===== src/rtl/stack_op_engine.sv =====
// rtl/stack_op_engine.sv - command sequencer and ALU for the 8-bit hardware stack
// DUP/SWAP are built only when STACK_ENGINE_DUP_SWAP_EN is defined.
module stack_op_engine #(
  parameter int WIDTH = 8,
  parameter int DEPTH = 32
) (
  input  logic                         clk,
  input  logic                         rst,
  input  logic                         cmd_valid,
  output logic                         cmd_ready,
  input  logic [2:0]                   cmd_op,
  input  logic [WIDTH-1:0]             cmd_imm,
  output logic                         stk_push,
  output logic                         stk_pop,
  output logic                         stk_tos,
  output logic [WIDTH-1:0]             stk_wdata,
  input  logic [WIDTH-1:0]             stk_rdata,
  output logic [WIDTH-1:0]             result,
  output logic                         done,
  output logic                         err,
  output logic [$clog2(DEPTH+1)-1:0]   count
);

  localparam int CW = $clog2(DEPTH + 1);

  localparam logic [2:0] OP_PUSH = 3'd0;
  localparam logic [2:0] OP_POP  = 3'd1;
  localparam logic [2:0] OP_PEEK = 3'd2;
  localparam logic [2:0] OP_ADD  = 3'd3;
  localparam logic [2:0] OP_SUB  = 3'd4;
  localparam logic [2:0] OP_AND  = 3'd5;
  localparam logic [2:0] OP_DUP  = 3'd6;
  localparam logic [2:0] OP_SWAP = 3'd7;

  typedef enum logic [2:0] {
    IDLE, ISSUE1, ISSUE2, CAPTURE, PUSH1, PUSH2, DONE, ERR
  } state_t;

  state_t            state;
  logic [2:0]        op_q;
  logic [WIDTH-1:0]  x_q;
  logic [WIDTH-1:0]  y_q;
  logic              has1;
  logic              has2;
  logic              not_full;
  logic              legal;
  logic [WIDTH-1:0]  alu_r;

  assign has1     = (count != '0);
  assign has2     = (count >= CW'(2));
  assign not_full = (count < CW'(DEPTH));

  // The stack itself never flags under/overflow, so occupancy is policed here.
  always_comb begin
    legal = 1'b0;
    case (cmd_op)
      OP_PUSH:                legal = not_full;
      OP_POP, OP_PEEK:        legal = has1;
      OP_ADD, OP_SUB, OP_AND: legal = has2;
`ifdef STACK_ENGINE_DUP_SWAP_EN
      OP_DUP:                 legal = has1 && not_full;
      OP_SWAP:                legal = has2;
`endif
      default:                legal = 1'b0;
    endcase
  end

  // y is the second pop arriving on stk_rdata; x (the old top) is already in x_q.
  always_comb begin
    alu_r = '0;
    case (op_q)
      OP_ADD:  alu_r = stk_rdata + x_q;
      OP_SUB:  alu_r = stk_rdata - x_q;
      default: alu_r = stk_rdata & x_q;
    endcase
  end

  always_ff @(posedge clk) begin
    if (rst) begin
      state     <= IDLE;
      cmd_ready <= 1'b1;
      stk_push  <= 1'b0;
      stk_pop   <= 1'b0;
      stk_tos   <= 1'b0;
      stk_wdata <= '0;
      result    <= '0;
      done      <= 1'b0;
      err       <= 1'b0;
      count     <= '0;
      op_q      <= OP_PUSH;
      x_q       <= '0;
      y_q       <= '0;
    end else begin
      stk_push <= 1'b0;
      stk_pop  <= 1'b0;
      stk_tos  <= 1'b0;
      done     <= 1'b0;
      err      <= 1'b0;
      case (state)
        IDLE: begin
          if (cmd_valid) begin
            cmd_ready <= 1'b0;
            op_q      <= cmd_op;
            if (!legal) begin
              state <= ERR;
              done  <= 1'b1;
              err   <= 1'b1;
            end else begin
              case (cmd_op)
                OP_PUSH: begin
                  stk_push  <= 1'b1;
                  stk_wdata <= cmd_imm;
                  x_q       <= cmd_imm;
                  state     <= PUSH1;
                end
                OP_PEEK, OP_DUP: begin
                  stk_tos <= 1'b1;
                  state   <= ISSUE1;
                end
                default: begin
                  stk_pop <= 1'b1;
                  state   <= ISSUE1;
                end
              endcase
            end
          end
        end
        ISSUE1: begin
          if (op_q == OP_POP || op_q == OP_PEEK || op_q == OP_DUP) begin
            state <= CAPTURE;
          end else begin
            stk_pop <= 1'b1;
            state   <= ISSUE2;
          end
        end
        ISSUE2: begin
          x_q   <= stk_rdata;
          state <= CAPTURE;
        end
        CAPTURE: begin
          case (op_q)
            OP_POP, OP_PEEK: begin
              result <= stk_rdata;
              done   <= 1'b1;
              if (op_q == OP_POP) count <= count - CW'(1);
              state  <= DONE;
            end
            OP_DUP: begin
              x_q       <= stk_rdata;
              stk_push  <= 1'b1;
              stk_wdata <= stk_rdata;
              state     <= PUSH1;
            end
            OP_SWAP: begin
              y_q       <= stk_rdata;
              stk_push  <= 1'b1;
              stk_wdata <= x_q;
              state     <= PUSH1;
            end
            default: begin
              x_q       <= alu_r;
              stk_push  <= 1'b1;
              stk_wdata <= alu_r;
              state     <= PUSH1;
            end
          endcase
        end
        PUSH1: begin
          if (op_q == OP_SWAP) begin
            stk_push  <= 1'b1;
            stk_wdata <= y_q;
            state     <= PUSH2;
          end else begin
            result <= x_q;
            done   <= 1'b1;
            if (op_q == OP_PUSH || op_q == OP_DUP) count <= count + CW'(1);
            else                                   count <= count - CW'(1);
            state  <= DONE;
          end
        end
        PUSH2: begin
          result <= x_q;
          done   <= 1'b1;
          state  <= DONE;
        end
        DONE, ERR: begin
          cmd_ready <= 1'b1;
          state     <= IDLE;
        end
      endcase
    end
  end

endmodule

===== config.mk =====
export PLATFORM = sky130hd
export DESIGN_NAME = stack_op_engine
export DESIGN_NICKNAME = d
export VERILOG_FILES = /design/src/rtl/stack_op_engine.sv
export SDC_FILE = /design/constraint.sdc
export NUM_CORES = 1
export LEC_CHECK = 0
export CAP_MARGIN = 20
export CORE_UTILIZATION = 35
export DETAILED_ROUTE_END_ITERATION = 7
export SYNTH_ARGS = -nofsm -noshare
export SYNTH_HDL_FRONTEND = slang
export SYNTH_SLANG_ARGS = --single-unit

===== constraint.sdc =====
create_clock -name clk -period 2.75 [get_ports clk]
set_input_delay 0.55 -clock clk [delete_from_list [all_inputs] [get_ports clk]]
set_output_delay 0.55 -clock clk [all_outputs]
set_load 0.1 [all_outputs]

* After elaboration in Yosys (flattened, before gate mapping) *
Cells that the tools add are included.

cells by class
  add/subtract/negate cells = 4
  $lt $le $gt $ge = 2
  equality and inequality tests = 28
  multiplexer cells = 44
  bitwise logic cells = 4
  reductions and logical operators = 28

operators by type and width
  operator             number
  $pmux 8 s3           4
  $mux 8               6
  $pmux 8 s2           2
  $eq 3x3->1 const B   10
  $mux 6               4
  $pmux 3 s7           1
  $eq 3x2->1 const B   6
  $mux 1               16
  $ne 2x2->1 const B   8
  $pmux 6 s2           1
  $reduce_or 2->1      5
  $eq 3x1->1 const B   3
  $logic_not 3->1      3
  $mux 3               3
  $reduce_bool 3->1    3
  $reduce_or 3->1      3
  $add 8x8->8          1
  $and 8x8->8          1
  $sub 8x8->8          1
  $add 6x1->6 const B  1
  $ge 6x2->1 const B   1
  $lt 6x6->1 const B   1
  $pmux 1 s3           2
  $reduce_and 2->1     3
  other kinds (14)     21

storage, ports and cells
  register bits after elaboration = 50
  output and inout port bits = 28

* Logic depth before layout (Yosys ltp) *
  depth in word-level cells = 6
  depth in mapped cells = 13
  gate-level depth less buffers = 12

* Worst setup path before layout *
No wires, ideal clock.

  path type = flip-flop to flip-flop
  start point = register op_q[0]
  end point = register stk_wdata[6]
  data arrival time = 2.794 ns
  required time = 2.662 ns
  setup slack = -0.132 ns
  stages on the path, launching flop included = 13
  path buffers = 2
  period minus slack after synthesis = 2.882 ns
  cell sequence = dfxtp_1 -> buf_6 -> buf_2 -> or3b_1 -> nand2_1 -> o21ai_0 -> fa_1 -> nor2b_1 -> o21a_1 -> o211a_1 -> nor3_1 -> or4b_4 -> a311oi_2

on the way
  word-level cells in the longest chain between the ends = 4

ends and longest elaborated chain
  what                                            line     RTL
  from (decl)                                     40       logic [2:0] op_q;
  from (signal assigned)                          103      op_q <= cmd_op;
  $eq 3x3->1, or another cell as far along        71       case (op_q)
  $pmux 8 s2 or $reduce_or 2->1 (tied branches)   71, 141
  $pmux 8 s3 or $ne 2x2->1 (tied branches)        -
  $pmux 8 s3 or $reduce_and 6->1 (tied branches)  -
  to (signal assigned)                            112      stk_wdata <= cmd_imm;
  to (signal assigned)                            151      stk_wdata <= stk_rdata;
  to (signal assigned)                            157      stk_wdata <= x_q;
  to (decl)                                       16       output logic [WIDTH-1:0] stk_wdata,

Parallel ways exist; a longest one is shown, timed or not.
A chain may end at the register's enable or synchronous reset.

* Worst setup path after layout *
  start point = register op_q[1]
  end point = register stk_wdata[7]

The elaborated chain is that of the path after synthesis.

==> results.md <==
* Fillers at 1051
* Fin worst setup slack at 0.0824 ns
* Synth Warn # at 0
* Setup TNS at 0 ns
* Min Tclk post-route at 2.67 ns
* Critical Path Max Stage Delay at 0.45 ns
* CP endpoint kind: register
* Met3 WL post-DR at 753 um
* Max-cap check violation count at 0
* Capture point of the worst reg-to-reg path: stk_wdata[7]
* # diodes at 0
* Highest metal used: met4
* Outcome: finished clean
* CTS tree: yes
* Die ar. at 11300 sq um
* Row cnt at 37
* IO Pins at 50
* Critical path's slowest cell: or3b_4
* Largest net degree at the start of global routing at 30
* Share of layout cells above drive strength 1 at 22.2%
* Routed vias at 4171
* Area grow syn2layout at 26.2%
* Hold-fix buffers at CTS at 0
* Slew Limit Fails at 0
* TritonCTS buffer count at 5
* Gr ovfl total at 0
* Ys async rst share at 0%
* Util after Layout at 46.2%
* Top FF cell, synth: dfxtp_1
* Initial Util at 36.6%
* Final worst-path cycle share at 97.0%
* WL met1 at 5.80 mm
* Syn nets at 554
* Crit path to: stk_wdata[7]
* DRT iter0 DRCs at 330
* DR DRC count at 0
* Routed met2 length at 6.29 mm
* Number of synthesized register bits at 50
* Largest area contributor in the netlist: dfxtp_1
* Die width at 106 um
* Post-synthesis area per instance at 7.35 sq um
* # clock sinks at 50
* Worst R2R Path Depth at 10
* Mapped cell area at 3810 sq um
* Dominant cells by area after synthesis: dfxtp_1 26%, a21oi_1 7.5%, nor2_1 6.2%, nand2_1 5.0%, ha_1 4.3%
* Remaining antenna violation count at 0
* Crit Reg-Reg Startpoint: op_q[1]
* Antenna violations before repair at 0
* Least-Margin Pin Slew at 0.659 ns
* Place WS at -0.259 ns
* Routed vias/inst at 5.75
* Detailed Route WL at 13.2 mm
* Final #Nets at 624
* Critical Path AT at 2.89 ns
* Fin. Hold Viols at 0
* Skew-Pair Late Insertion Delay at 0.32 ns
* Max Fclk at 375 MHz
* H-tree levels at 2
* Die H at 106 um
* Post-synth top cells: 63 x nor2_1, 57 x a21oi_1, 51 x nand2_1
* Worst hold path class: register to register
* CP Launch Type: register
* Post-synthesis sequential area ratio at 26.3%
* Crit-path max FO at 5
* PwrDens at 1390 nW/um^2
* CTS root buffer: clkbuf_8
* Bufs on Longest Clock Path at 2
* Yosys cell types at 76
* Critical hold path startpoint: y_q[3]
* Required @ worst endpoint at 2.97 ns
* Worst setup path startpoint: op_q[1]
* RSZ-0062 raised after global routing: yes
* Core ar. at 10400 sq um
* Number of synthesized flops with an enable pin at 0
* Leak at 1.84 nW
* Most frequent cell after synthesis: nor2_1
* Port bufs at 49
* All-Layer GR Usage at 23.9%
* Relative slew slack at 55.8%
* Gp weighted congestion at 0.910
* Synth Instances at 518
* Vias in the first global route at 3859
* CTS clk-pin slew, worst paths at 0.10 ns
* Crit-path cells: or3b_4 -> o21ai_4 -> inv_2 -> ha_4 -> nor2b_4 -> o31a_1 -> o22ai_1 -> xnor2_1 -> o21ai_0 -> a311oi_1
* Worst vdd ir at 711 uV
* Setup Skew at 0.0108 ns
* Wire per inst at 18.2 um
* DRT Pass-1 Iters at 5
* Yosys top cell area share at 26.3%
* Multi-input logic area at 2610 sq um
* Endpoints failing setup at 0
* Critical path type: register to register
* Worst R2R Setup Slack at 0.08 ns
* Post-DP HPWL at 10.0 mm
* FF/Latch Area at 1010 sq um
* First-pass GRT wire length at 20.8 mm
==> state kept, by name (all words and copies together), names as in the netlist, 3 cells and up <==
| name | cells |
|---|---|
| count | 6 |
| result | 8 |
| y_q | 8 |
| x_q | 8 |
| state | 3 |
| stk_wdata | 8 |
| op_q | 3 |
==> report_power, final <==
part           leakage (nW)  total, W  internal [W]  switching (W)
logic                  1.38   0.00500       0.00177        0.00323
clock network        0.0472  0.000476      0.000203       0.000273
registers             0.412   0.00120      0.000958       0.000244
total                  1.84   0.00668       0.00293        0.00375
==> cells by family after synthesis <==
group / after synthesis / share of synthesized area, %
AO/OA/AOI/OAI: 171 / 30.5
flip-flops: 50 / 26.3
XOR/XNOR: 17 / 3.91
AND/OR/NAND/NOR: 202 / 26.7
adder cells (fa/ha/maj): 14 / 4.80
multiplexers: 2 / 0.558
buffers and inverters: 62 / 7.26
==> worst min path at each step <==
stage | endpoint | slack [ns] | cells past startpoint
after CTS | stk_wdata[1] | 0.49 | 2
after detailed placement | stk_wdata[1] | 0.46 | 2
after floorplan | y_q[7] | 0.45 | 2
after global placement | y_q[3] | 0.47 | 2
after global routing | y_q[4] | 0.52 | 2
final | y_q[3] | 0.49 | 2
==> stage by stage <==
step / hold slack, ns / total power (W) / std cells / cell area [sq um]
after floorplan: 0.454 / 0.00467 / 518 / 3820
after global placement: 0.465 / 0.00599 / 715 / 4620
after detailed placement: 0.464 / 0.00604 / 715 / 4620
after CTS: 0.487 / 0.00653 / 723 / 4710
after global routing: 0.520 / 0.00709 / 725 / 4810
final: 0.489 / 0.00668 / 725 / 4810
==> final cells by class <==
class / count / area share, %
multi-input cells: 406 / 54.2
clock inverters: 2 / 0.260
clock buffers: 6 / 1.72
repair buffers: 105 / 17.8
flip-flops and latches: 50 / 21.0
inverters: 20 / 1.56
well taps: 136 / 3.54
==> cell usage in the layout (no fill, tap or decap), drive strengths merged, types with 6 or more instances in the layout <==
cell type / count
buf: 85
nor2: 65
a21oi: 57
nand2: 52
dfxtp: 50
o21ai: 33
inv: 20
clkdlybuf4s50: 19
nand3: 14
xnor2: 13
ha: 13
a311oi: 12
nor4: 12
o211ai: 11
a211oi: 10
nor3: 10
nand2b: 7
and3: 6
clkbuf: 6
o21a: 6
o22ai: 6
nor2b: 6
==> layer usage <==
metal	GRT usage, %	vias up
li1	-	2014
met1	31.7	1965
met2	39.6	167
met3	3.13	25
met4	8.53	0
met5	0	-
==> critical path, delay by kind of cell, from the launching register on <==
| family | cells | cell delay (ns) |
|---|---|---|
| compound gates | 5 | 1.16 |
| xor+xnor | 1 | 0.22 |
| fa+ha+maj | 1 | 0.21 |
| buf+inv | 1 | 0.06 |
| flops | 1 | 0.37 |
| simple gates | 2 | 0.57 |
==> repair_timing <==
item                                   CTS  global route
resized for setup                        0            24
endpoints found under the hold margin    0             0
setup endpoints to repair                0             8
buffers inserted                         0             2
Power figures use the tool's default switching activity.
==> patch 1: new RTL, config.mk and constraints unchanged <==
The parameter `WIDTH` goes from 8 to 9.
--- a/src/rtl/stack_op_engine.sv
+++ b/src/rtl/stack_op_engine.sv
@@ -3,3 +3,3 @@
 module stack_op_engine #(
-  parameter int WIDTH = 8,
+  parameter int WIDTH = 9,
   parameter int DEPTH = 32
Ports: changed (resized cmd_imm, result, stk_rdata and stk_wdata); port bits go from 50 to 54. No check against the original RTL was run, so the function may have changed too.
==> patch 1 against the unedited design <==
- final cell count grew 0.41%
- worst setup slack lost 27 ps
- global-route usage shrank 0.63 points
- power grew 7.1%
- routed wire length grew 0.73%
- final area grew 2.1%
- sequential cell count grew 4
- synthesized area grew 5.3%
- synthesized cell count grew 0.97%
==> patch 1: results (changes against the unedited design) <==
metric;value;unit;change
synth cell count leaders;nor2_1, nand2_1, dfxtp_1, a21oi_1, o21ai_0;;
final worst slack;55.6;ps;-26.8 ps
grt met1 use;0.360;;+0.0424
Final Net Count;626;;+0.32%
Seq. pwr;0.00130;W;+8%
clock network area share;0.0298;;+0.0100
combinational power;0.00521;W;+4.2%
xor/xnor share of the synthesized area;0.0483;;+0.00925
Multi-Input Combinational;411;;+1.2%
met1 WL;6310;microns;+8.8%
largest net degree at the start of global routing;31;;+3.3%
Adder-Cell Fraction of Synth Area;0.0487;;+0.000696
post-route design area;0.00491;sq mm;+2.1%
DR iter-0 viols;508;;+54%
worst hold slack;458;ps;-30.5 ps
critical path's slowest cell;a2111o_1;;
Final Critical Period;2690;ps;+26.8 ps
DR WL met2;5550;microns;-12%
Syn Nets;562;;+1.4%
DR WL/cell;18.3;microns;+0.31%
GR Util met2;0.336;;-0.0605
root buf cell;clkbuf_16;;
M3 GR Usage;0.0400;;+0.00878
post-DP HPWL;9970;microns;-0.49%
share of layout cells above drive strength 1;0.196;;-0.0268
min-delay src;stk_wdata[3];;
Worst Path Max Fanout;4;;-1
syn avg cell area;7.67;sq um;+4.3%
Clock Sinks;54;;+8.0%
Final non-clock buffer share;0.156;;-0.0218
clock skew;9.96;ps;-0.799 ps
Core Util, Final;0.447;;-0.0146
multiplexer share of the synthesized area;0.0331;;+0.0275
peak supply drop;0.795;mV;+12%
gr usage total;0.233;;-0.00628
status;finished, final reports clean;;
vias;4201;;+0.72%
Placed Cells incl. Taps;720;;+0.70%
Worst path max stage delay;420;ps;-30 ps
Min-Delay Endpoint;stk_wdata[3];;
Synth Area in Compound Gates;0.294;;-0.0110
internal power;0.00311;W;+6.2%
Buffers, non-clock;95;;-9.5%
fillers;1123;;+6.9%
Power Density;1460;mW/mm^2;+4.9%
vias per cell;5.77;;+0.30%
CTS clk-pin slew, worst paths;80;ps;-20 ps
Worst-Margin Slew;691;ps;+32.7 ps
Area contributors post-synth;dfxtp_1, nor2_1, nand2_1;;
Synth cell types;79;;+3.9%
IO Port Bufs;53;;+8.2%
number of global-route vias before repair;3862;;+0.078%
Clk Latency, worst-skew pair;290;ps;-30 ps
register area share after synthesis;0.269;;+0.00668
Setup WS pre-CTS;-211;ps;+47.5 ps
dpl cell area;0.00474;sq mm;+2.7%
Seq area share;0.220;;+0.0107
multi-input logic area;0.00267;sq mm;+2.3%
patch 1: cell types whose count changed in the layout (fill, tap and decap cells not counted), moves of 5 or more:
cell | before | now
and3_1 | 6 | 1
a21oi_1 | 56 | 44
nand2_1 | 50 | 61
nor3b_1 | 0 | 5
nand2b_1 | 7 | 2
o21ai_1 | 3 | 15
nor4_1 | 11 | 3
clkbuf_8 | 6 | 0
mux2i_1 | 1 | 11
buf_4 | 82 | 72
dfxtp_1 | 46 | 53
clkbuf_16 | 0 | 5
patch 1: worst max path at each step:
stage / from / end / cells after the start
after floorplan: op_q[0] / stk_wdata[1] / 10
after global placement: stk_rdata[0] / stk_wdata[8] / 11
after detailed placement: stk_rdata[0] / stk_wdata[8] / 11
after CTS: op_q[0] / stk_wdata[7] / 11
after global routing: x_q[0] / stk_wdata[7] / 10
final: x_q[0] / stk_wdata[7] / 10
patch 1: timing repair:
item	4_1_cts	5_1_grt
pin swaps	0	13
endpoints found under the setup margin	1	8
resized for setup	1	8
setup buffers	0	0
==> patch 2: new RTL, same flow settings <==
Made on the original files. Make the reset (`rst`) asynchronous in one clocked block.
--- a/src/rtl/stack_op_engine.sv
+++ b/src/rtl/stack_op_engine.sv
@@ -77,3 +77,3 @@
 
-  always_ff @(posedge clk) begin
+  always_ff @(posedge clk or posedge rst) begin
     if (rst) begin
Check against the original RTL: differs if rst is asserted again (counterexample within 4 cycles, from zero or initial values and one cycle with rst high); with rst held inactive, the same outputs for 10 cycles.
==> patch 2 against the unedited design <==
- sequential cell count did not move
- synthesized area shrank 4.5%
- final area decreased by 2.6%
- worst setup slack worse by 41 ps
- non-clock buffer count shrank 5
- first-iteration DRC count fell by 26%
- critical path depth is the same
- routed wire length decreased by 12%
- via count decreased by 11%
- critical path type unchanged
- worst hold slack better by 12 ps
- critical endpoint is now stk_wdata[1]
Power is left out: the tool's default activity adds up to more than one toggle a clock period on the data nets, which glitch-free logic cannot reach.
==> patch 2: results (changes against the unedited design) <==
metric;value;unit;change
status;finished, final reports clean;;
initial antenna violation count;0;;unchanged
critical path's slowest cell;fa_2;;
DR iter-0 viols;245;;-26%
number of global-route vias before repair;3674;;-4.8%
max_slew headroom;0.496;;-0.0622
antenna cell count;0;;unchanged
Final Net Count;545;;-13%
M3 GR Usage;0.0294;;-0.00182
root buf cell;clkbuf_8;;
gr usage total;0.211;;-0.0281
Placer Congestion;0.910;;about the same
vias per cell;5.78;;+0.45%
critical path's top delay family;multiplexers;;
CTS clk-pin slew, worst paths;100;ps;about the same
first-pass GRT wire length;18500;microns;-11%
Synth cell types;70;;-7.9%
first-pass detailed-route iteration total;5;;unchanged
grt met1 use;0.273;;-0.0438
Hold Crit Class;register to register;;
post-DP HPWL;8550;microns;-15%
GR Util met2;0.348;;-0.0480
Worst Path Max Fanout;3;;-2
DR WL/cell;18.1;microns;-0.80%
Syn Nets;465;;-16%
Area contributors post-synth;dfrtp_1, nand2_1, ha_1;;
H-tree levels;2;;unchanged
Max clock buf depth;2;;unchanged
share of layout cells above drive strength 1;0.245;;+0.0227
Clk Latency, worst-skew pair;300;ps;-20 ps
Ys Warns;0;;unchanged
Cells after Synth;429;;-17%
clock skew;7.21;ps;-3.55 ps
register area share after synthesis;0.344;;+0.0816
asr flop ratio synth;1.00;;+1.00
total CTS buffers;5;;unchanged
largest net degree at the start of global routing;31;;+3.3%
synth cell count leaders;dfrtp_1, nand2_1, nor2_1, a21oi_1, o21ai_0;;
Placed Cells incl. Taps;630;;-12%
Worst path max stage delay;550;ps;+100 ps
WP data arrival;2910;ps;+20 ps
Layout Cells excl Fill;643;;-11%
IO Port Bufs;49;;unchanged
Synth Flop Type;dfrtp_1;;
setup TNS;0;ps;unchanged
==> patch 2: cell types whose count changed in the layout (fill, tap and decap cells not counted), sizes merged, moves of 12 or more <==
cell / unedited run / this run
dfxtp: 50 / 0
mux2: 1 / 14
nor2: 65 / 42
a311oi: 12 / 0
a21oi: 57 / 32
dfrtp: 0 / 49
==> patch 2: final cells by class <==
cell class / count / area [sq um]
clock buffers: 6 / 72.6
clock inverters: 2 / 15.0
fillers: 997 / 5230
inverters: 18 / 67.6
multi-input cells: 334 / 2290
flip-flops and latches: 50 / 1250
well taps: 133 / 166
repair buffers: 100 / 815
==> patch 2: worst paths after layout <==
| kind | start | endpoint | slack [ps] | cells past startpoint |
|---|---|---|---|---|
| setup / recovery | op_q[0] | stk_wdata[1] | 40 | 10 |
| hold / removal | stk_wdata[3] | stk_wdata[3] | 500 | 1 |
| setup reg to reg | op_q[0] | stk_wdata[1] | 40 | 10 |
| hold reg to reg | stk_wdata[3] | stk_wdata[3] | 500 | 1 |
| max in group asynchronous | rst | cmd_ready | 1600 | 3 |
| min in group asynchronous | rst | y_q[7] | 530 | 2 |
==> patch 2: through the flow <==
stage          cell area [sq um]  setup WS [ps]   util
4_1_cts                     4530           3.08  0.457
5_1_grt                     4680          -60.1  0.472
2_1_floorplan               3640            120      -
3_5_place_dp                4430           -191  0.447
3_3_place_gp                4430           -102  0.447
6_report                    4680           41.9  0.472
==> patch 2: what timing repair did <==
action                                  CTS  global route
endpoints found under the setup margin    2            13
endpoints found under the hold margin     0             0
pin swaps                                 1            18
gates resized for setup                   1            32
setup buffers                             1             4
==> patch 2: logic make-up (layout without fill, tap and decap cells) <==
logic type      count (synthesis)  count (layout)  share of synthesized area
fa+ha+maj                      14              14                     0.0502
simple gates                  149             149                      0.202
compound gates                136             136                      0.251
mux                            20              20                     0.0599
flops                          50              50                      0.344
buf+inv                        45             126                     0.0568
xor+xnor                       15              15                     0.0361
==> patch 2: routing by layer <==
| layer | wire, microns | share of wire |
|---|---|---|
| met5 | 0 | 0 |
| met2 | 5620 | 0.48 |
| met1 | 4830 | 0.42 |
| met3 | 691 | 0.059 |
| met4 | 486 | 0.042 |
